### config.mk
export PLATFORM = sky130hd
export DESIGN_NAME = wb_arbiter
export DESIGN_NICKNAME = d
export VERILOG_FILES = /design/src/rtl/wb_arbiter.sv
export SDC_FILE = /design/constraint.sdc
export NUM_CORES = 1
export LEC_CHECK = 0
export CELL_PAD_IN_SITES_DETAIL_PLACEMENT = 0
export CELL_PAD_IN_SITES_GLOBAL_PLACEMENT = 1
export CORE_MARGIN = 3
export CORE_UTILIZATION = 44
export CTS_CLUSTER_SIZE = 16
export DETAILED_ROUTE_END_ITERATION = 8
export PLACE_DENSITY_LB_ADDON = 0.1
export SYNTH_ARGS = -nofsm -noshare
export SYNTH_HDL_FRONTEND = slang
export SYNTH_SLANG_ARGS = --single-unit
### constraint.sdc
create_clock -name clk -period 11.5 [get_ports clk]
set_input_delay 2.3 -clock clk [delete_from_list [all_inputs] [get_ports clk]]
set_output_delay 2.3 -clock clk [all_outputs]
set_load 0.02 [all_outputs]
### src/rtl/wb_arbiter.sv
// Writeback arbiter: per-source holding registers, age-ordered same-dest retirement,
// round-robin selection of up to two regfile writes per cycle.
module wb_arbiter #(
    parameter int unsigned NUM_SRC = 4,
    parameter int unsigned s_width = 32,
    parameter int unsigned s_index = 5,
    parameter bit          DROP_R0 = 1'b1
) (
    input  logic                       clk,
    input  logic                       rst_n,
    input  logic [NUM_SRC-1:0]         src_valid,
    output logic [NUM_SRC-1:0]         src_ready,
    input  logic [NUM_SRC*s_index-1:0] src_dest,
    input  logic [NUM_SRC*s_width-1:0] src_data,
    output logic                       ld_a,
    output logic [s_index-1:0]         dest_a,
    output logic [s_width-1:0]         in_a,
    output logic                       ld_b,
    output logic [s_index-1:0]         dest_b,
    output logic [s_width-1:0]         in_b,
    output logic                       prefer_a,
    output logic [NUM_SRC-1:0]         pend_mask,
    output logic                       busy
);
    localparam int unsigned RR_W = (NUM_SRC > 1) ? $clog2(NUM_SRC) : 1;

    logic [NUM_SRC-1:0] pend_q, pend_d;
    logic [s_index-1:0] hold_dest_q [NUM_SRC];
    logic [s_index-1:0] hold_dest_d [NUM_SRC];
    logic [s_width-1:0] hold_data_q [NUM_SRC];
    logic [s_width-1:0] hold_data_d [NUM_SRC];
    logic [NUM_SRC-1:0] older_q [NUM_SRC];
    logic [NUM_SRC-1:0] older_d [NUM_SRC];
    logic [RR_W-1:0]    rr_q, rr_d;

    logic [NUM_SRC-1:0] elig, granted, capture, set_pend, keep;
    logic               g0_vld, g1_vld;
    logic [RR_W-1:0]    g0_idx, g1_idx, scan_idx;

    // An entry may retire only when no older pending entry targets the same register
    always_comb begin
        for (int unsigned i = 0; i < NUM_SRC; i++) begin
            elig[i] = pend_q[i];
            for (int unsigned j = 0; j < NUM_SRC; j++) begin
                if (pend_q[j] && older_q[j][i] && (hold_dest_q[j] == hold_dest_q[i])) begin
                    elig[i] = 1'b0;
                end
            end
        end
    end

    // First two eligible entries in round-robin order starting at rr
    always_comb begin
        g0_vld   = 1'b0;
        g1_vld   = 1'b0;
        g0_idx   = '0;
        g1_idx   = '0;
        scan_idx = '0;
        granted  = '0;
        for (int unsigned k = 0; k < NUM_SRC; k++) begin
            scan_idx = RR_W'((32'(rr_q) + k) % NUM_SRC);
            if (elig[scan_idx]) begin
                if (!g0_vld) begin
                    g0_vld = 1'b1;
                    g0_idx = scan_idx;
                end else if (!g1_vld) begin
                    g1_vld = 1'b1;
                    g1_idx = scan_idx;
                end
            end
        end
        if (g0_vld) granted[g0_idx] = 1'b1;
        if (g1_vld) granted[g1_idx] = 1'b1;
    end

    always_comb begin
        rr_d = rr_q;
        if (g1_vld) begin
            rr_d = RR_W'((32'(g1_idx) + 32'd1) % NUM_SRC);
        end else if (g0_vld) begin
            rr_d = RR_W'((32'(g0_idx) + 32'd1) % NUM_SRC);
        end
    end

    assign src_ready = {NUM_SRC{rst_n}} & (~pend_q | granted);

    // Capture, retirement and age-matrix maintenance
    always_comb begin
        capture = src_valid & src_ready;
        keep    = pend_q & ~granted;
        for (int unsigned i = 0; i < NUM_SRC; i++) begin
            set_pend[i] = capture[i] &&
                          !(DROP_R0 && (src_dest[i*s_index +: s_index] == '0));
            hold_dest_d[i] = capture[i] ? src_dest[i*s_index +: s_index] : hold_dest_q[i];
            hold_data_d[i] = capture[i] ? src_data[i*s_width +: s_width] : hold_data_q[i];
        end
        pend_d = keep | set_pend;
        for (int unsigned i = 0; i < NUM_SRC; i++) begin
            older_d[i] = '0;
            for (int unsigned j = 0; j < NUM_SRC; j++) begin
                if (i == j) begin
                    older_d[i][j] = 1'b0;
                end else if (set_pend[i]) begin
                    // simultaneous arrivals: lower index counts as older
                    older_d[i][j] = set_pend[j] && (j > i);
                end else if (set_pend[j]) begin
                    older_d[i][j] = keep[i];
                end else begin
                    older_d[i][j] = older_q[i][j] & keep[i] & keep[j];
                end
            end
        end
    end

    always_comb begin
        ld_a   = g0_vld;
        dest_a = '0;
        in_a   = '0;
        ld_b   = g1_vld;
        dest_b = '0;
        in_b   = '0;
        if (g0_vld) begin
            dest_a = hold_dest_q[g0_idx];
            in_a   = hold_data_q[g0_idx];
        end
        if (g1_vld) begin
            dest_b = hold_dest_q[g1_idx];
            in_b   = hold_data_q[g1_idx];
        end
    end

    assign prefer_a  = 1'b1;
    assign pend_mask = pend_q;
    assign busy      = |pend_q;

    always_ff @(posedge clk or negedge rst_n) begin
        if (!rst_n) begin
            pend_q <= '0;
            rr_q   <= '0;
            for (int unsigned i = 0; i < NUM_SRC; i++) begin
                older_q[i]     <= '0;
                hold_dest_q[i] <= '0;
                hold_data_q[i] <= '0;
            end
        end else begin
            pend_q <= pend_d;
            rr_q   <= rr_d;
            for (int unsigned i = 0; i < NUM_SRC; i++) begin
                older_q[i]     <= older_d[i];
                hold_dest_q[i] <= hold_dest_d[i];
                hold_data_q[i] <= hold_data_d[i];
            end
        end
    end
endmodule
==> results of run 1 <==
sequential cells by signal, summed over array words and instances, names as in the netlist:
register,flops
hold_data_q,128
hold_dest_q,20
older_q,12
pend_mask,4
rr_q,2
layer usage:
metal | GRT usage, % | vias to the layer above | share of wire [%]
met1 | 34.10 | 4021 | 44
met3 | 6.946 | 25 | 6.9
met5 | 0 | - | 0.041
li1 | - | 3568 | -
met4 | 5.014 | 2 | 1.3
met2 | 40.63 | 270 | 47
layout by cell type, fill, tap and decap left out, types with 13 or more instances in the layout:
master | netlist | routed
dfrtp_1 | 166 | 166
mux4_2 | 37 | 37
clkbuf_16 | 0 | 17
xor2_1 | 20 | 20
nor2_1 | 19 | 19
clkdlybuf4s50_1 | 0 | 237
mux2_2 | 82 | 82
nand3_1 | 13 | 13
mux2i_1 | 39 | 39
a21oi_1 | 20 | 19
mux2_4 | 60 | 60
and2_1 | 74 | 74
a211oi_1 | 71 | 71
nand2_1 | 41 | 40
per-stage QoR:
stage / cells / utilization, % / instance area (µm²) / hold WS [ns] / setup WS, ns
finish: 1374 / 58.58 / 13420 / 0.5208 / 3.437
global route: 1374 / 58.58 / 13420 / 0.5420 / 3.121
CTS: 1374 / 58.58 / 13420 / 0.5212 / 3.461
detailed placement: 1342 / 55.93 / 12820 / 0.5043 / 3.958
global placement: 1342 / 55.93 / 12820 / 0.4967 / 3.995
floorplan: 862 / - / 10380 / 0.4761 / 5.284
worst paths after layout:
kind / startpoint / to / slack (ns) / cells after the start
min reg2reg: hold_data_q[24]$_DFFE_PN0P_ / hold_data_q[24]$_DFFE_PN0P_ / 0.52 / 1
max reg2reg: hold_dest_q[12]$_DFFE_PN0P_ / hold_dest_q[11]$_DFFE_PN0P_ / 5.77 / 18
max in group asynchronous: rst_n / hold_data_q[108]$_DFFE_PN0P_ / 7.67 / 3
min in group asynchronous: rst_n / hold_data_q[68]$_DFFE_PN0P_ / 1.89 / 1
min: hold_data_q[24]$_DFFE_PN0P_ / hold_data_q[24]$_DFFE_PN0P_ / 0.52 / 1
max: hold_dest_q[12]$_DFFE_PN0P_ / in_a[12] / 3.44 / 18
cell type report:
class	instances	area (µm²)
clock buffer	18	429.2
tap	313	391.6
sequential	166	4154
inverter	7	26.28
multi-input combinational	606	5771
clock inverter	14	178.9
fill	1917	9492
timing repair buffer	250	2474
cells by family after synthesis:
group           after synthesis  share of synthesized area, %
mux                         225                         30.13
simple gates                200                         10.91
flops                       166                         40.03
compound gates              144                         10.71
buf+inv                      90                         4.980
xor+xnor                     33                         2.858
fa+ha+maj                     3                        0.3376
other cells                   1                       0.03614
worst max-delay path, cell delays in order, from the launching register on:
cell and delay (ns):
dfrtp_1 0.47, xor2_1 0.20, nor3_1 0.34, nand4_1 0.25
a31oi_2 0.36, a21o_1 0.14, o21ai_0 0.12, ha_1 0.34
nor3_1 0.05, nand4_1 0.11, o31ai_1 0.08, a211o_1 0.28
a31oi_4 0.23, or2_4 0.37, buf_4 0.67, and2_1 0.22
a211oi_1 0.05, a211oi_1 0.32, clkdlybuf4s50_1 0.67
==> metrics.md, run 1 <==
| Metric | Value |
|---|---|
| Outcome | `finished clean` |
| Starting density of the core | `between 40% and 50%` |
| Layout Nets | `between 1k and 1.5k` |
| CTS Sinks | `approximately 170` |
| Synth warnings | `0` |
| Slew Limit Headroom | `34.13%` |
| Final min period | `8.064 ns` |
| Post-CTS Setup Bufs | `0` |
| Worst Tran Pin Value | `about 0.99 ns` |
| Slew Viols, Final | `0` |
| Setup Viol. Count Final | `0` |
| Synth cell count leaders | `dfrtp_1 (166), mux2_2 (82), and2_1 (74), a211oi_1 (71), mux2_4 (60)` |
| Sequential-to-total area share from yosys stat | `~40%` |
| Max Freq | `124.0 MHz` |
| Worst path required time | `9.20 ns` |
| Core Box Area | `22920 µm²` |
| Post-DRT Antenna Nets | `0` |
| Total Wirelength | `32030 µm` |
| Clock Skew | `0.01432 ns` |
| GRT overflow | `0` |
| Number of buffers inserted by hold repair at cts | `0` |
| Fin crit share | `70.12%` |
| Post-synthesis register bit count | `roughly 170` |
| FP Rows | `55` |
| Worst path arrival time | `5.76 ns` |
| Max H-tree Level | `4` |
| RePlAce Congestion | `roughly 0.85` |
| Synthesized Nets | `1018` |
| Total global-route track usage | `25.11%` |
| Die Y | `159.6 µm` |
| CP Max Fanout | `50` |
| Clock buffer depth | `2` |
| Number of max-cap violations | `0` |
| Setup tns final | `0 ns` |
| Initial antenna violation count | `1` |
| Share of the synthesized area in the top cell type | `40.03%` |
| CP Launch Type | `register` |
| Root Driver | `clkbuf_16` |
| Vias in the first global route | `between 8k and 9k` |
| Clock transition at path regs | `~0.07 ns` |
| Die area | `~25000 µm²` |
| First-pass GRT wire length | `roughly 50000 µm` |
| Wire per inst | `23.31 µm` |
| Routed via count | `7886` |
| IO Count | `240` |
| Die width | `159.6 µm` |
| RSZ-0062 raised after global routing | `no` |
| Largest area contributor in the netlist | `dfrtp_1` |
| Mapped Area | `10380 µm²` |
| Post-CTS sizing | `0` |
| Skew-Pair Late Insertion Delay | `0.43 ns` |
| Async set or reset register ratio after synthesis | `100.0%` |
| Post-Synthesis Cells | `862` |
| Drt via density | `around 5.7` |
| TritonCTS Buffers | `17` |
| Crit path kind | `reg -> out` |
| Number of distinct library cells after synthesis | `74` |
| Buffers on Ports | `238` |
| Endpoints failing hold | `0` |
| Post-synth EDFFs | `0` |
| Largest cells by area after synthesis | `dfrtp_1 (40%), mux2_2 (8.9%), mux2_4 (8.7%), mux4_2 (8.0%), a211oi_1 (5.1%)` |
| Pin count of the biggest net entering global routing | `between 70 and 80` |
| Syn avg cell area | `around 12 µm²` |
| Proportion of layout cells with a drive suffix above 1 | `23.56%` |
| Drt first pass iters | `5` |
| Synth-to-layout area growth | `29.37%` |
| CTS tree | `yes` |
| Type of the worst min-delay path | `reg -> reg` |
| Worst Setup End Kind | `output port` |
| Post-DP HPWL | `21050 µm` |
| 1st-iter DRT viols | `556` |
| N_diodes | `0` |
| Main flop type after synthesis | `dfrtp_1` |
| DRC | `0` |
| Most frequent cell after synthesis | `dfrtp_1` |
Power of run 1 is left out: the tool's default activity adds up to more than one toggle a clock period on the data nets, which glitch-free logic cannot reach.
==> inputs of run 2 (changes only) <==
--- a/config.mk
+++ b/config.mk
@@ -8,7 +8,7 @@
 export CELL_PAD_IN_SITES_DETAIL_PLACEMENT = 0
 export CELL_PAD_IN_SITES_GLOBAL_PLACEMENT = 1
 export CORE_MARGIN = 3
-export CORE_UTILIZATION = 44
+export CORE_UTILIZATION = 40
 export CTS_CLUSTER_SIZE = 16
 export DETAILED_ROUTE_END_ITERATION = 8
 export PLACE_DENSITY_LB_ADDON = 0.1
==> constraint.sdc (replaced) <==
create_clock -name clk -period 8.1 [get_ports clk]
set_input_delay 1.62 -clock clk [delete_from_list [all_inputs] [get_ports clk]]
set_output_delay 1.62 -clock clk [all_outputs]
set_load 0.02 [all_outputs]
==> metrics.md, run 2 (synthesis results as in run 1) <==
| Metric | Value |
|---|---|
| Outcome | `finished clean` |
| Layout Nets | `1206 (+0.17%)` |
| RSZ-0062 raised after global routing | `no` |
| First-pass GRT wire length | `51230 µm (+2.6%)` |
| Fin crit share | `88.37%` |
| Post-DRT Antenna Nets | `0 (unchanged)` |
| Endpoints failing hold | `0 (unchanged)` |
| Clock Skew | `0.01557 ns (+0.001255 ns)` |
| Synth-to-layout area growth | `29.71%` |
| Clock buffer depth | `2 (unchanged)` |
| Commonest non-fill, non-tap cells in the layout | `clkdlybuf4s50_1 (237), dfrtp_1 (166), mux2_2 (82), and2_1 (74), a211oi_1 (71)` |
| Wire per inst | `23.61 µm (+1.3%)` |
| IO Count | `240 (unchanged)` |
| Post-DP HPWL | `21920 µm (+4.1%)` |
| Number of buffers inserted by hold repair at cts | `0 (unchanged)` |
| Slew Limit Headroom | `30.29% (-3.8 points)` |
| Drt via density | `5.634 (-1.8%)` |
| TritonCTS Buffers | `17 (unchanged)` |
| Root Driver | `clkbuf_16` |
| Die area | `27910 µm² (+9.6%)` |
| Proportion of layout cells with a drive suffix above 1 | `23.71% (+0.14 points)` |
| Top flop regs | `hold_data_q (128), hold_dest_q (20), older_q (12)` |
| Max FFs per register | `128 (unchanged)` |
| FP Rows | `58 (+5.5%)` |
| DP Cell Count | `1361 (+1.4%)` |
| Die Y | `167.1 µm (+4.7%)` |
| GRT overflow | `0 (unchanged)` |
| Drt first pass iters | `5 (unchanged)` |
| Starting density of the core | `40.97% (-4.3 points)` |
| Pin count of the biggest net entering global routing | `75 (+2.7%)` |
| Total global-route track usage | `23.65% (-1.5 points)` |
| Vias in the first global route | `8431 (+0.50%)` |
| Type of the worst min-delay path | `reg -> reg` |
| CTS Sinks | `166 (unchanged)` |
| Crit path kind | `reg -> out` |
| Die width | `167.1 µm (+4.7%)` |
| Total Wirelength | `32920 µm (+2.8%)` |
| Register with the most flip-flops | `hold_data_q` |
| Setup tns final | `0 ns (unchanged)` |
| Max H-tree Level | `4 (unchanged)` |
| CTS tree | `yes` |
| Worst Setup End Kind | `output port` |
| CP Max Fanout | `40 (-20%)` |
| Core Box Area | `25330 µm² (+11%)` |
| Routed via count | `7854 (-0.41%)` |
| Buffers on Ports | `238 (unchanged)` |
| Clock transition at path regs | `0.07 ns (about the same)` |
| Post-CTS sizing | `0 (unchanged)` |
| Skew-Pair Late Insertion Delay | `0.44 ns (about the same)` |
| Slew Viols, Final | `0 (unchanged)` |
| Fin cells | `1394 (+1.5%)` |
| CP Launch Type | `register` |
| Post-CTS Setup Bufs | `0 (unchanged)` |
| RePlAce Congestion | `0.8296 (-2.7%)` |
| Worst path arrival time | `5.54 ns (-0.22 ns)` |
| Worst path required time | `6.48 ns (-2.72 ns)` |
| Initial antenna violation count | `4 (+3)` |
| Commonest non-fill, non-tap cell in the layout | `clkdlybuf4s50_1` |
| DRC | `0 (unchanged)` |
| Setup Viol. Count Final | `0 (unchanged)` |
| 1st-iter DRT viols | `570 (+2.5%)` |
| Worst Tran Pin Value | `1.046 ns (+0.05750 ns)` |
| Final min period | `7.158 ns` |
| R2r setup slk | `2.40 ns (-3.37 ns)` |
| Number of max-cap violations | `0 (unchanged)` |
| Max Freq | `139.7 MHz` |
-- run 2: final timing paths --
check / cells after the start / from / endpoint
max reg2reg: 18 / hold_dest_q[12]$_DFFE_PN0P_ / hold_data_q[95]$_DFFE_PN0P_
max: 19 / hold_dest_q[12]$_DFFE_PN0P_ / in_a[27]
min reg2reg: 1 / hold_data_q[63]$_DFFE_PN0P_ / hold_data_q[63]$_DFFE_PN0P_
min: 1 / hold_data_q[63]$_DFFE_PN0P_ / hold_data_q[63]$_DFFE_PN0P_
min in group asynchronous: 1 / rst_n / hold_data_q[68]$_DFFE_PN0P_
max in group asynchronous: 2 / rst_n / hold_dest_q[8]$_DFFE_PN0P_
-- run 2: layer usage --
metal	vias up	GRT usage [%]	part of all wire [%]
li1	3579	-	-
met1	3996	32.57	45
met2	242	37.91	48
met3	31	5.554	6.1
met4	6	5.954	1.4
met5	-	0	0.12
-- run 2: layout make-up --
| cell class | count | area, µm² |
|---|---|---|
| Multi-Input combinational cell | 606 | 5771 |
| Sequential cell | 166 | 4154 |
| Inverter | 7 | 26.28 |
| Tap cell | 330 | 412.9 |
| Clock inverter | 14 | 150.1 |
| Antenna cell | 1 | 2.502 |
| Fill cell | 2237 | 11870 |
| Clock buffer | 18 | 429.2 |
| Timing Repair Buffer | 252 | 2514 |
-- run 2: worst max-delay path, stage by stage (launching register included) --
cell and delay, ns:
dfrtp_1 0.46, xor2_1 0.19, nor3_1 0.35, nand4_1 0.17, nand3_1 0.13, buf_4 0.28
a21o_1 0.18, o21ai_0 0.11, ha_1 0.35, nor3_1 0.05, nand4_1 0.11, o31ai_1 0.08
a211o_1 0.28, a31oi_4 0.22, or2_4 0.62, buf_12 0.30, and2_1 0.15, a211oi_1 0.04
a211oi_1 0.30, clkdlybuf4s50_1 0.70
-- run 2: stage by stage --
step                area, µm²  hold slack (ns)  utilization (%)  setup slack, ns
finish                  13460           0.5256            53.14           0.9421
global route            13460           0.5387            53.14           0.5884
CTS                     13460           0.5284            53.13           0.9572
detailed placement      12880           0.5118            50.84            1.442
global placement        12880           0.5059            50.84            1.539
floorplan               10380           0.4761                -            2.564
Power of run 2 is left out for the same reason.
==> inputs of run 3 (changes only) <==
==> constraint.sdc (replaced) <==
create_clock -name clk -period 8.1 [get_ports clk]
set_input_delay 1.62 -clock clk [delete_from_list [all_inputs] [get_ports clk]]
set_output_delay 1.62 -clock clk [all_outputs]
set_load 0.05 [all_outputs]
==> metrics.md, run 3 (synthesis results as in run 1) <==
| Metric | Value |
|---|---|
| Register with the most flip-flops | `hold_data_q` |
| Drt via density | `5.671 (+0.65%)` |
| RePlAce Congestion | `0.8402 (+1.3%)` |
| Peak per-stage delay on the critical path | `0.72 ns (+0.02 ns)` |
| Reg-to-reg endpoint | `hold_data_q[90]$_DFFE_PN0P_` |
| Type of the worst min-delay path | `reg -> reg` |
| Commonest non-fill, non-tap cell in the layout | `clkdlybuf4s50_1` |
| Buffers on Ports | `238 (unchanged)` |
| Post-CTS Setup Bufs | `0 (unchanged)` |
| Drt first pass iters | `5 (unchanged)` |
| Slew Viols, Final | `0 (unchanged)` |
| Setup tns final | `0 ns (unchanged)` |
| Routed via count | `7922 (+0.87%)` |
| Worst Setup End Kind | `output port` |
| Top flop regs | `hold_data_q (128), hold_dest_q (20), older_q (12)` |
| FP Rows | `58 (unchanged)` |
| IO Count | `240 (unchanged)` |
| Endpoints failing hold | `0 (unchanged)` |
| Slowest CP cell | `clkdlybuf4s50_1` |
| R2r setup slk | `2.54 ns (+0.14 ns)` |
| Clock transition at path regs | `0.07 ns (about the same)` |
| Crit-path leading delay family | `simple AND/OR/NAND/NOR gates` |
| Clock buffer depth | `2 (unchanged)` |
| Worst hold start | `hold_data_q[32]$_DFFE_PN0P_` |
| Max H-tree Level | `4 (unchanged)` |
| Core Box Area | `25330 µm² (unchanged)` |
| DRC | `0 (unchanged)` |
| Die Y | `167.1 µm (unchanged)` |
| CTS tree | `yes` |
| First-pass GRT wire length | `49960 µm (-2.5%)` |
| Crit path buf inv count | `2 (-1)` |
| TritonCTS Buffers | `17 (unchanged)` |
| Worst path required time | `6.48 ns (about the same)` |
| Post-DP HPWL | `22070 µm (+0.68%)` |
| Max FFs per register | `128 (unchanged)` |
| Die width | `167.1 µm (unchanged)` |
| CP Max Fanout | `23 (-43%)` |
| Worst R2R Start | `hold_dest_q[10]$_DFFE_PN0P_` |
| Setup Viol. Count Final | `0 (unchanged)` |
| Synth-to-layout area growth | `29.66% (about the same)` |
| Proportion of layout cells with a drive suffix above 1 | `24.09% (+0.38 points)` |
| Critical-path cell list | `xor2_1 > nor3_1 > nand4_1 > a31oi_2 > a21o_1 > o21ai_0 > ha_1 > nand2_1 > a2111oi_4 > a211o_1 > a311oi_1 > nand2_2 > buf_4 > mux4_2 > and2_1 > clkdlybuf4s50_1` |
| Total Wirelength | `32590 µm (-1.0%)` |
| Starting density of the core | `40.97% (unchanged)` |
| Total global-route track usage | `23.10% (-0.55 points)` |
| Outcome | `finished clean` |
| GRT overflow | `0 (unchanged)` |
| Worst path arrival time | `5.87 ns (+0.33 ns)` |
| Clock Skew | `0.01403 ns (-0.001543 ns)` |
| Commonest non-fill, non-tap cells in the layout | `clkdlybuf4s50_1 (237), dfrtp_1 (166), mux2_2 (82), and2_1 (74), a211oi_1 (71)` |
| N_diodes | `0 (-1)` |
| R2r worst-path depth | `17 (-1)` |
| Slew Limit Headroom | `26.54% (-3.8 points)` |
| Crit path kind | `reg -> out` |
| Cells on Worst Hold Path | `1 (unchanged)` |
| Worst Tran Pin Value | `1.099 ns (+0.05369 ns)` |
| Layout Nets | `1210 (+0.33%)` |
| Pin count of the biggest net entering global routing | `81 (+8.0%)` |
| 1st-iter DRT viols | `530 (-7.0%)` |
| Vias in the first global route | `8285 (-1.7%)` |
| Post-CTS sizing | `0 (unchanged)` |
| Number of buffers inserted by hold repair at cts | `0 (unchanged)` |
| Min-Delay Endpoint | `hold_data_q[32]$_DFFE_PN0P_` |
| Skew-Pair Late Insertion Delay | `0.43 ns (about the same)` |
| CP Launch Type | `register` |
| RSZ-0062 raised after global routing | `no` |
| Final min period | `7.494 ns (+0.3364 ns)` |
| Number of max-cap violations | `0 (unchanged)` |
| Post-DRT Antenna Nets | `0 (unchanged)` |
| Max Freq | `133.4 MHz (-4.5%)` |
| Root Driver | `clkbuf_16` |
| Wire per inst | `23.33 µm (-1.2%)` |
| Initial antenna violation count | `2 (-2)` |
| Die area | `27910 µm² (unchanged)` |
| CTS Sinks | `166 (unchanged)` |
| Fin crit share | `92.52% (+4.2 points)` |
[run 3: cell count changes in the layout (fill, tap and decap cells not counted)]
cell | previous run | this run
inv_6 | 4 | 7
inv_8 | 5 | 3
clkinv_8 | 2 | 1
clkbuf_8 | 0 | 1
diode_2 | 1 | 0
buf_4 | 12 | 18
clkinv_2 | 0 | 1
clkbuf_1 | 1 | 0
buf_12 | 2 | 0
clkinvlp_4 | 0 | 1
clkinv_4 | 3 | 1
[run 3: final cells by class]
class,instances,area [µm²]
repair buffers,256,2519
clock inverters,14,132.6
clock buffers,18,439.2
flip-flops and latches,166,4154
fillers,2202,11870
well taps,330,412.9
multi-input cells,606,5771
inverters,7,26.28
[run 3: worst register-to-register path: stages, from the launching register on]
cell and delay [ns]:
dfrtp_1 0.47, xor2_1 0.20, nor3_1 0.33, nand4_1 0.26, a31oi_2 0.35, a21o_1 0.14
o21ai_0 0.11, ha_1 0.23, nand2_1 0.13, a2111oi_4 0.06, a211o_1 0.33, a311oi_1 0.38
nand2_2 0.65, buf_4 0.45, a221oi_4 0.52, nor2_4 0.15, buf_4 0.32, mux2_4 0.35
[run 3: how the worst max path moves through the flow]
stage | start | endpoint | slack [ns] | cells after the start
after global routing | hold_dest_q[7]$_DFFE_PN0P_ | src_ready[1] | 0.25 | 17
final | hold_dest_q[10]$_DFFE_PN0P_ | in_b[1] | 0.61 | 16
after detailed placement | hold_dest_q[12]$_DFFE_PN0P_ | in_b[1] | 1.07 | 16
after floorplan | pend_mask[0]$_DFF_PN0_ | dest_a[0] | 1.88 | 17
after CTS | hold_dest_q[12]$_DFFE_PN0P_ | in_b[1] | 0.59 | 16
after global placement | hold_dest_q[10]$_DFFE_PN0P_ | in_a[2] | 1.12 | 15
[run 3: per-stage QoR]
step | instance area [µm²] | setup WS [ns] | hold WS [ns] | util (%) | instances
6_report | 13450 | 0.6057 | 0.5252 | 53.12 | 1397
5_1_grt | 13450 | 0.2549 | 0.5465 | 53.12 | 1397
4_1_cts | 13450 | 0.5941 | 0.5275 | 53.12 | 1397
3_5_place_dp | 12880 | 1.075 | 0.5115 | 50.86 | 1365
3_3_place_gp | 12880 | 1.117 | 0.5000 | 50.86 | 1365
2_1_floorplan | 10380 | 1.877 | 0.4761 | - | 862
[run 3: per-layer routing]
| metal | vias to the layer above | part of all wire [%] | routed length (µm) | GRT usage (%) |
|---|---|---|---|---|
| met5 | - | 0.068 | 22 | 0 |
| met4 | 4 | 2.0 | 665 | 6.169 |
| met3 | 41 | 5.5 | 1794 | 4.415 |
| met2 | 264 | 47 | 15420 | 37.15 |
| met1 | 4027 | 45 | 14690 | 32.21 |
| li1 | 3586 | - | - | - |
Power of run 3 is left out for the same reason.
